$ cat config.mk
export PLATFORM = sky130hd
export DESIGN_NAME = fp_divider
export DESIGN_NICKNAME = d
export VERILOG_FILES = /design/src/rtl/fp_divider.sv
export SDC_FILE = /design/constraint.sdc
export NUM_CORES = 1
export LEC_CHECK = 0
export ABC_AREA = 1
export BUFFER_PORTS_ARGS = -buffer_cell sky130_fd_sc_hd__buf_4
export CAP_MARGIN = 20
export CORE_UTILIZATION = 25
export CTS_BUF_LIST = sky130_fd_sc_hd__clkbuf_8
export CTS_CLUSTER_DIAMETER = 120
export DETAILED_ROUTE_END_ITERATION = 12
export PLACE_DENSITY = 0.52
export REMOVE_ABC_BUFFERS = 1
export SYNTH_ARGS = -nofsm -noshare
export SYNTH_HDL_FRONTEND = slang
export SYNTH_SLANG_ARGS = --single-unit
$ cat constraint.sdc
create_clock -name i_clk -period 6.35 [get_ports i_clk]
set_clock_uncertainty 0.15 [all_clocks]
set_input_delay 0.3175 -clock i_clk [delete_from_list [all_inputs] [get_ports i_clk]]
set_output_delay 0.3175 -clock i_clk [all_outputs]
set_load 0.01 [all_outputs]
$ cat src/rtl/fp_divider.sv
// fp_divider: sequential IEEE-754 divider (restoring radix-2 mantissa core, round-to-nearest-even).
// Define FP_DIV_SUBNORMAL_EN for subnormal inputs/outputs; without it subnormals flush to signed zero.
module fp_divider #(
    parameter int X         = 32,
    parameter int expo_bits = 8,
    parameter int mant_bits = 23
) (
    input  logic         i_clk,
    input  logic         i_rst,
    input  logic         i_start,
    input  logic [X-1:0] i_a,
    input  logic [X-1:0] i_b,
    output logic [X-1:0] o_out,
    output logic         o_done,
    output logic         o_busy,
    output logic         o_invalid,
    output logic         o_div_by_zero,
    output logic         o_overflow,
    output logic         o_underflow
);
    localparam int M  = mant_bits + 1;
    localparam int Q  = mant_bits + 3;
    localparam int EW = expo_bits + 2;
    localparam int CW = $clog2(Q + 1);
    localparam logic signed [EW-1:0] BIAS    = EW'((1 << (expo_bits - 1)) - 1);
    localparam logic signed [EW-1:0] EXP_MAX = EW'((1 << expo_bits) - 1);
    localparam logic signed [EW-1:0] E_ONE   = EW'(1);
    localparam logic [CW-1:0]        CNT_LD  = CW'(Q - 1);
    localparam logic [X-1:0]         QBIT    = X'(1) << (mant_bits - 1);
    localparam logic [X-1:0]         DEF_NAN = {1'b0, {expo_bits{1'b1}}, 1'b1, {(mant_bits-1){1'b0}}};

    // IDLE wait | UNPACK classify | PRENORM align subnormals | DIVIDE quotient bits | NORM | ROUND commit | FINISH done
    typedef enum logic [2:0] {S_IDLE, S_UNPACK, S_PRENORM, S_DIVIDE, S_NORM, S_ROUND, S_FINISH} state_t;
    state_t r_state, w_next;

    logic [X-1:0]           r_a, r_b, r_out;
    logic [M:0]             r_ma;
    logic [M-1:0]           r_mb;
    logic signed [EW-1:0]   r_ea, r_eb, r_e;
    logic [Q-1:0]           r_q;
    logic [CW-1:0]          r_cnt;
    logic                   r_sticky, r_uf_zero;
    logic                   r_inv, r_dbz, r_ovf, r_unf;

    logic [expo_bits-1:0]   w_ea_f, w_eb_f;
    logic [mant_bits-1:0]   w_fa, w_fb;
    logic                   w_sign, w_a_nan, w_b_nan, w_a_inf, w_b_inf, w_a_zero, w_b_zero;
    logic                   w_special, w_sp_inv, w_sp_dbz;
    logic [X-1:0]           w_sp_out, w_inf;
    logic [M:0]             w_ua_m, w_sub;
    logic [M-1:0]           w_ub_m;
    logic signed [EW-1:0]   w_ua_e, w_ub_e, w_en, w_ef;
    logic                   w_pre_last, w_ge, w_tiny, w_st, w_up, w_inexact, w_ovf;
    logic [Q-1:0]           w_qn;
    logic [M:0]             w_rm;

    assign w_ea_f   = r_a[X-2 -: expo_bits];
    assign w_eb_f   = r_b[X-2 -: expo_bits];
    assign w_fa     = r_a[mant_bits-1:0];
    assign w_fb     = r_b[mant_bits-1:0];
    assign w_sign   = r_a[X-1] ^ r_b[X-1];
    assign w_inf    = {w_sign, {expo_bits{1'b1}}, {mant_bits{1'b0}}};
    assign w_a_nan  = (&w_ea_f) & (|w_fa);
    assign w_b_nan  = (&w_eb_f) & (|w_fb);
    assign w_a_inf  = (&w_ea_f) & ~(|w_fa);
    assign w_b_inf  = (&w_eb_f) & ~(|w_fb);
`ifdef FP_DIV_SUBNORMAL_EN
    assign w_a_zero = ~(|w_ea_f) & ~(|w_fa);
    assign w_b_zero = ~(|w_eb_f) & ~(|w_fb);
`else
    assign w_a_zero = ~(|w_ea_f);
    assign w_b_zero = ~(|w_eb_f);
`endif

    always_comb begin
        w_special = 1'b1;
        w_sp_out  = '0;
        w_sp_inv  = 1'b0;
        w_sp_dbz  = 1'b0;
        if (w_a_nan) begin
            w_sp_out = r_a | QBIT;
            w_sp_inv = 1'b1;
        end else if (w_b_nan) begin
            w_sp_out = r_b | QBIT;
            w_sp_inv = 1'b1;
        end else if ((w_a_zero & w_b_zero) | (w_a_inf & w_b_inf)) begin
            w_sp_out = DEF_NAN;
            w_sp_inv = 1'b1;
        end else if (w_a_inf) begin
            w_sp_out = w_inf;
        end else if (w_b_zero) begin
            w_sp_out = w_inf;
            w_sp_dbz = 1'b1;
        end else if (w_a_zero | w_b_inf) begin
            w_sp_out = {w_sign, {(X-1){1'b0}}};
        end else begin
            w_special = 1'b0;
        end
    end

    // Exponent field 0 behaves as exponent 1 with a clear hidden bit.
    assign w_ua_m     = {1'b0, |w_ea_f, w_fa};
    assign w_ub_m     = {|w_eb_f, w_fb};
    assign w_ua_e     = (|w_ea_f) ? {2'b00, w_ea_f} : E_ONE;
    assign w_ub_e     = (|w_eb_f) ? {2'b00, w_eb_f} : E_ONE;
    assign w_pre_last = r_ma[M-1] ? r_mb[M-2] : (r_ma[M-2] & r_mb[M-1]);

    assign w_ge   = r_ma >= {1'b0, r_mb};
    assign w_sub  = r_ma - {1'b0, r_mb};

    assign w_qn   = r_q[Q-1] ? r_q : (r_q << 1);
    assign w_en   = r_q[Q-1] ? r_e : (r_e - E_ONE);
    assign w_tiny = w_en[EW-1] | (w_en == '0);
    assign w_st   = |r_ma;
`ifdef FP_DIV_SUBNORMAL_EN
    logic [EW-1:0] w_nsh;
    logic [Q-1:0]  w_qs, w_mask;
    assign w_nsh  = E_ONE - w_en;
    assign w_qs   = w_qn >> w_nsh;
    assign w_mask = ~({Q{1'b1}} << w_nsh);
`endif

    // r_q: hidden bit at Q-1, fraction below it, then guard and round.
    assign w_up      = r_q[1] & (r_q[0] | r_sticky | r_q[2]);
    assign w_inexact = r_q[1] | r_q[0] | r_sticky;
    assign w_rm      = {1'b0, r_q[Q-1:2]} + {{M{1'b0}}, w_up};
    assign w_ef      = (r_e == '0) ? {{(EW-1){1'b0}}, w_rm[M-1]} : (r_e + {{(EW-1){1'b0}}, w_rm[M]});
    assign w_ovf     = w_ef >= EXP_MAX;

    always_ff @(posedge i_clk or posedge i_rst) begin
        if (i_rst) r_state <= S_IDLE;
        else       r_state <= w_next;
    end

    always_comb begin
        w_next = r_state;
        case (r_state)
            S_IDLE:    if (i_start) w_next = S_UNPACK;
`ifdef FP_DIV_SUBNORMAL_EN
            S_UNPACK:  w_next = w_special ? S_ROUND :
                                (w_ua_m[M-1] & w_ub_m[M-1]) ? S_DIVIDE : S_PRENORM;
`else
            S_UNPACK:  w_next = w_special ? S_ROUND : S_DIVIDE;
`endif
            S_PRENORM: if (w_pre_last) w_next = S_DIVIDE;
            S_DIVIDE:  if (r_cnt == '0) w_next = S_NORM;
            S_NORM:    w_next = S_ROUND;
            S_ROUND:   w_next = S_FINISH;
            S_FINISH:  w_next = S_IDLE;
            default:   w_next = S_IDLE;
        endcase
    end

    always_ff @(posedge i_clk or posedge i_rst) begin
        if (i_rst) begin
            r_a <= '0; r_b <= '0; r_out <= '0;
            r_ma <= '0; r_mb <= '0; r_ea <= '0; r_eb <= '0; r_e <= '0;
            r_q <= '0; r_cnt <= '0; r_sticky <= 1'b0; r_uf_zero <= 1'b0;
            r_inv <= 1'b0; r_dbz <= 1'b0; r_ovf <= 1'b0; r_unf <= 1'b0;
        end else begin
            case (r_state)
                S_IDLE: if (i_start) begin
                    r_a <= i_a;
                    r_b <= i_b;
                end
                S_UNPACK: begin
                    r_ma  <= w_ua_m;
                    r_mb  <= w_ub_m;
                    r_ea  <= w_ua_e;
                    r_eb  <= w_ub_e;
                    r_cnt <= CNT_LD;
                    r_q   <= '0;
                end
                S_PRENORM: if (!r_ma[M-1]) begin
                    r_ma <= r_ma << 1;
                    r_ea <= r_ea - E_ONE;
                end else begin
                    r_mb <= r_mb << 1;
                    r_eb <= r_eb - E_ONE;
                end
                S_DIVIDE: begin
                    r_ma  <= (w_ge ? w_sub : r_ma) << 1;
                    r_q   <= {r_q[Q-2:0], w_ge};
                    r_cnt <= r_cnt - CW'(1);
                    r_e   <= r_ea - r_eb + BIAS;
                end
                S_NORM: begin
`ifdef FP_DIV_SUBNORMAL_EN
                    if (w_tiny) begin
                        r_q      <= w_qs;
                        r_sticky <= w_st | (|(w_qn & w_mask));
                        r_e      <= '0;
                    end else begin
                        r_q      <= w_qn;
                        r_sticky <= w_st;
                        r_e      <= w_en;
                    end
                    r_uf_zero <= 1'b0;
`else
                    r_q       <= w_qn;
                    r_sticky  <= w_st;
                    r_e       <= w_en;
                    r_uf_zero <= w_tiny;
`endif
                end
                S_ROUND: begin
                    r_inv <= 1'b0; r_dbz <= 1'b0; r_ovf <= 1'b0; r_unf <= 1'b0;
                    if (w_special) begin
                        r_out <= w_sp_out;
                        r_inv <= w_sp_inv;
                        r_dbz <= w_sp_dbz;
                    end else if (r_uf_zero) begin
                        r_out <= {w_sign, {(X-1){1'b0}}};
                        r_unf <= 1'b1;
                    end else if (w_ovf) begin
                        r_out <= w_inf;
                        r_ovf <= 1'b1;
                    end else begin
                        r_out <= {w_sign, w_ef[expo_bits-1:0], w_rm[M-2:0]};
                        r_unf <= (w_ef == '0) & w_inexact;
                    end
                end
                default: ;
            endcase
        end
    end

    assign o_out         = r_out;
    assign o_done        = (r_state == S_FINISH);
    assign o_busy        = (r_state != S_IDLE);
    assign o_invalid     = r_inv;
    assign o_div_by_zero = r_dbz;
    assign o_overflow    = r_ovf;
    assign o_underflow   = r_unf;
endmodule

======== Word-level counts from Yosys, hierarchy flattened ========
Cells that the tools add are included.
word-level totals
  output and inout bits ................... 38
  register bits ........................... 215
  bits of input ports ..................... 67
  logic and storage cells ................. 141
cells by class
  bitwise logic cells ..................... 21
  $lt $le $gt $ge ......................... 2
  add/sub/neg operators ................... 9
  reductions and logical operators ........ 24
  eq/ne operators ......................... 12
  multiplexer cells ....................... 54
operators with widths
  operator                                            number
  two-way mux 32 bit                                  7
  case mux 26 bit (3 select lines)                    1
  case mux 25 bit (3 select lines)                    1
  two-way mux 31 bit                                  2
  case mux 10 bit (2 select lines)                    3
  two-way mux 24 bit                                  2
  case mux 24 bit (2 select lines)                    1
  OR reduction 23 bit                                 2
  two-way mux 10 bit                                  4
  logical NOT 10 bit                                  3
  subtractor 10 x 2 -> 10 bit, second input constant  3
  two-way mux 26 bit                                  1
  adder 24 x 1 -> 25 bit                              1
  greater-or-equal comparator 25 x 24 -> 1 bit        1
  two-way mux 25 bit                                  1
  OR reduction 25 bit                                 1
  subtractor 24 bit                                   1
  two-way mux 1 bit                                   23
  case mux 3 bit (6 select lines)                     1
  two-way mux 8 bit                                   2
  AND reduction 8 bit                                 2
  OR reduction 8 bit                                  2
  two-way mux 3 bit                                   4
  inequality test 2 bit, second input constant        6
  other kinds (19)                                    47

======== Longest topological paths before layout ========
  depth in word-level cells ............... 12
  mapped depth ............................ 28
  depth with buffers taken out ............ 27

======== Worst setup path before layout ========
No wires, ideal clock.
  path kind ............................... reg-to-reg
  from .................................... register r_q[1]
  to ...................................... register r_out[14], in the netlist o_out[14]
  library setup time ...................... 123 ps
  clock period less this slack ............ 3147 ps
  data required time ...................... 6077 ps
  slack ................................... 3203 ps
  stages on the path, launching flop included .. 27
  data arrival time ....................... 2873 ps
  cells stage by stage .................... dfrtp_1 -> nand2_1 -> inv_2 -> ha_1 -> nand2_1 -> inv_1 -> nand2_1 -> nor2_1 -> nand3_1 -> nor2_2 -> nand3_1 -> nor4_1 -> ha_1 -> nand2_2 -> nor2_4 -> nand2_2 -> inv_1 -> nor2_1 -> nor2_2 -> nand2_1 -> nor2_1 -> nand3_1 -> nand2_1 -> nand2_2 -> buf_4 -> nand3b_1 -> a21oi_1
on the way
  cells in the longest elaborated chain, start to end .. 8
ends and longest elaborated chain
  item                                         line  RTL
  start: declaration                           40    logic [Q-1:0] r_q;
  start signal: assignment                     183   r_q <= {r_q[Q-2:0], w_ge};
  start signal: assignment                     200   r_q <= w_qn;
  bitwise AND 1 bit *                          124   assign w_up = r_q[1] & (r_q[0] | r_sticky | r_q[2]);
  adder 24 x 1 -> 25 bit *                     126   assign w_rm = {1'b0, r_q[Q-1:2]} + {{M{1'b0}}, w_up};
  adder 10 x 1 -> 10 bit                       127   assign w_ef = (r_e == '0) ? {{(EW-1){1'b0}}, w_rm[M-1]} : (r_e + {{(EW-1){1'b0}}, w_rm[M]});
  two-way mux 10 bit                           127
  greater-or-equal comparator 10 x 9 -> 1 bit  128   assign w_ovf = w_ef >= EXP_MAX;
  two-way mux 31 bit *                         215   end else if (w_ovf) begin
  two-way mux 31 bit *                         212   end else if (r_uf_zero) begin
  two-way mux 32 bit *                         208   if (w_special) begin
  end signal: assignment                       209   r_out <= w_sp_out;
  end signal: assignment                       213   r_out <= {w_sign, {(X-1){1'b0}}};
  end signal: assignment                       216   r_out <= w_inf;
  end: declaration                             36    logic [X-1:0] r_a, r_b, r_out;
Every way passes the cells marked *; elsewhere a longest branch is shown, timed or not.
A chain may end at the register's enable or synchronous reset.

======== Final worst setup path ========
  from .................................... register r_q[1]
  to ...................................... register r_out[25], in the netlist o_out[25]
on the way
  cells in the longest elaborated chain, start to end .. 8
ends and longest elaborated chain
  item                                         line
  bitwise AND 1 bit *                          124
  adder 24 x 1 -> 25 bit *                     126
  adder 10 x 1 -> 10 bit                       127
  two-way mux 10 bit *                         127
  greater-or-equal comparator 10 x 9 -> 1 bit  128
  two-way mux 31 bit *                         215
  two-way mux 31 bit *                         212
  two-way mux 32 bit *                         208
Marked as above.

==> flow_summary.toml <==
[outcome]
outcome = "finished clean"

[critical_path]
crit_path_end_kind = "flop"
r2r_slack_ps = 2330
crit_buf_inv = 4
path_delay_family = "simple AND/OR/NAND/NOR gates"
worst-setup-path-type = "flop to flop"
slowest_stage = "dfrtp_1"
cp_common_cell = "nand2_1"
slowest_delay_ps = 390
startpoint_type = "flop"
crit_path_max_fanout = 31
required_ps = 6670
arrival_ps = 4340

[grt]
grt_remaining_overflow = 0
antenna_found_initial = 1
first_global_vias = 12717
grt_util_all_layers = 0.162
grt_pass1_wl_um = 72100
grt_max_degree = 117

[die]
ioPinCount = 105
num_rows = 85
coreArea_mm2 = 0.0539
die_area_mm2 = 0.0556
initial_core_util = 0.254
die_x_um = 236
die_y_um = 236

[synthesis]
ys_seq_elements = 215
syn-cell-area_mm2 = 0.0137
synthCells = 1840
yosys.area.top_type = "dfrtp_1"
synthFlopType = "dfrtp_1"
ys_top_cells_by_area = "dfrtp_1 (39%), nand2_1 (11%), inv_1 (6.3%), a21oi_1 (5.7%), nor2_1 (4.7%)"
ys_types = 46
yosysWarnings = 0
syn_area_per_cell_um2 = 7.43
seq_area_frac_synth = 0.393
async_flop_share = 1.00
synth_top_area_frac = 0.393
synth_edf_count = 0

[timing]
fin_crit_sh = 0.633
setup_violations = 0
tns_ps = 0
fmax_ghz = 0.249
min_period_ps = 4020
finalHoldViolCount = 0
finalMaxSlewViolations = 0
maxSlewHeadroom = 0.346
worst_pin_slew_ps = 978
rsz0062_at_grt = "false"

[route]
first_pass_iters = 5
drcViolationCount = 0
detail_route.wl_per_cell_um = 16.7
vias = 12947
antenna_left = 0
vias_per_cell = 4.78
dr.first_iter.drc_count = 991
routed_wl_um = 45200

[power_and_ir_drop]
leakagePower_nw = 7.92
ir_worst_vdd_mv = 0.229
powerDensity_mw_per_mm2 = 560

[cts]
cts_resized = 0
ctsLongestPathBuffers = 3
clk_pin_slew_ps = 60
cts_tree = "built"
htreeDepth = 2
cts_root_buf = "clkbuf_8"
clk_latency_ps = 570
cts_buffers = 39
cts.sinks = 215

[cells_and_area]
layout_commonest_cell = "nand2_1"
nFillCells = 5796
area_growth_pct = 20.9
final_cell_mix = "nand2_1 (391), inv_1 (236), dfrtp_1 (215), nor2_1 (172), a21oi_1 (157)"
design_area_mm2 = 0.0165
finalNonFillerCells = 2711
nets = 2112
drive_gt1_frac = 0.135

[hold_path]
hold_class = "input pin to asynchronous set/reset pin"

[placed_design]
dpl.cell_count = 2583
dp_hpwl_um = 33200
gp_congestion = 0.886
placed_cell_area_mm2 = 0.0151
port_buffers = 104

[run]
drv_cap = 0
==> cell usage after synthesis, types with 7 or more instances <==
master / instances
nor4_1: 10
ha_1: 49
xnor2_1: 9
nand4_1: 47
nand2_2: 10
nor2_2: 7
a21boi_1: 10
mux2_2: 37
nor2_1: 172
xor2_1: 28
nand2_1: 391
nand3_1: 102
a21oi_1: 157
o21ai_1: 12
inv_1: 228
inv_2: 12
clkbuf_1: 41
or2_2: 31
dfrtp_1: 215
nand3b_1: 20
buf_2: 15
nor3_1: 21
o211ai_1: 33
o21ai_0: 102
o22ai_1: 34
==> final timing paths <==
path	from	endpoint	cells after the start
max	r_q[1]	o_out[25]	26
min	i_rst	r_b[28]	3
max reg2reg	r_q[1]	o_out[25]	26
min reg2reg	o_invalid	o_invalid	2
max in group asynchronous	i_rst	r_ma[10]	4
min in group i_clk	o_invalid	o_invalid	2
==> timing repair <==
action,4_1_cts,5_1_grt
hold buffers,66,0
endpoints found under the hold margin,164,0
setup buffers,0,0
==> where the power goes <==
| part | internal, mW | switching (mW) |
|---|---|---|
| clock network | 0.690 | 0.604 |
| registers | 2.00 | 0.571 |
| logic | 1.95 | 3.44 |
| total | 4.64 | 4.61 |
==> stage by stage <==
stage               total power [mW]  setup WS (ps)   util  hold slack, ps
global placement                7.84           2370  0.281             318
finish                          9.25           2330  0.307             269
detailed placement              7.89           2330  0.281             324
CTS                             9.28           2300  0.306             303
floorplan                       6.20           3.20      -             302
global route                    10.1           1840  0.307             344
==> kinds of logic (layout without fill, tap and decap cells) <==
group	count (synthesis)	count (layout)	synth area share
AOI/OAI and AO/OA	373	373	0.153
xor gates and xnor gates	37	37	0.0237
adders and majority gates	51	51	0.0478
buffers and inverters	308	482	0.0878
DFF	215	215	0.393
muxes	37	37	0.0305
other	0	1	0
and+or+nand+nor	819	819	0.264
==> flip-flops by register name, indices dropped and copies added (netlist names), 3 cells and up <==
signal	count
r_eb	10
r_a	32
r_b	32
r_q	26
r_ea	10
r_mb	24
r_ma	25
o_out	32
r_state	3
r_e	10
r_cnt	5
==> worst min-delay path: stages <==
cell and delay, ps:
dlygate4sd3_1 540, buf_4 150, inv_8 460
==> layer usage <==
layer,vias up,part of all wire,GRT usage
met3,60,0.045,0.0187
met1,6167,0.48,0.227
met5,-,0,0
met4,0,0.023,0.0475
li1,6394,-,-
met2,326,0.45,0.259
==> cell type report <==
cell class / instances / area [um2] / share of cell area
multi-input cells: 1317 / 7110 / 0.430
flip-flops and latches: 215 / 5380 / 0.326
clock inverters: 15 / 91.3 / 0.00553
diodes: 1 / 2.50 / 0.000151
well taps: 696 / 871 / 0.0527
clock buffers: 46 / 633 / 0.0383
repair buffers: 181 / 1540 / 0.0930
inverters: 240 / 908 / 0.0550
(Power assumes the default switching activity.)
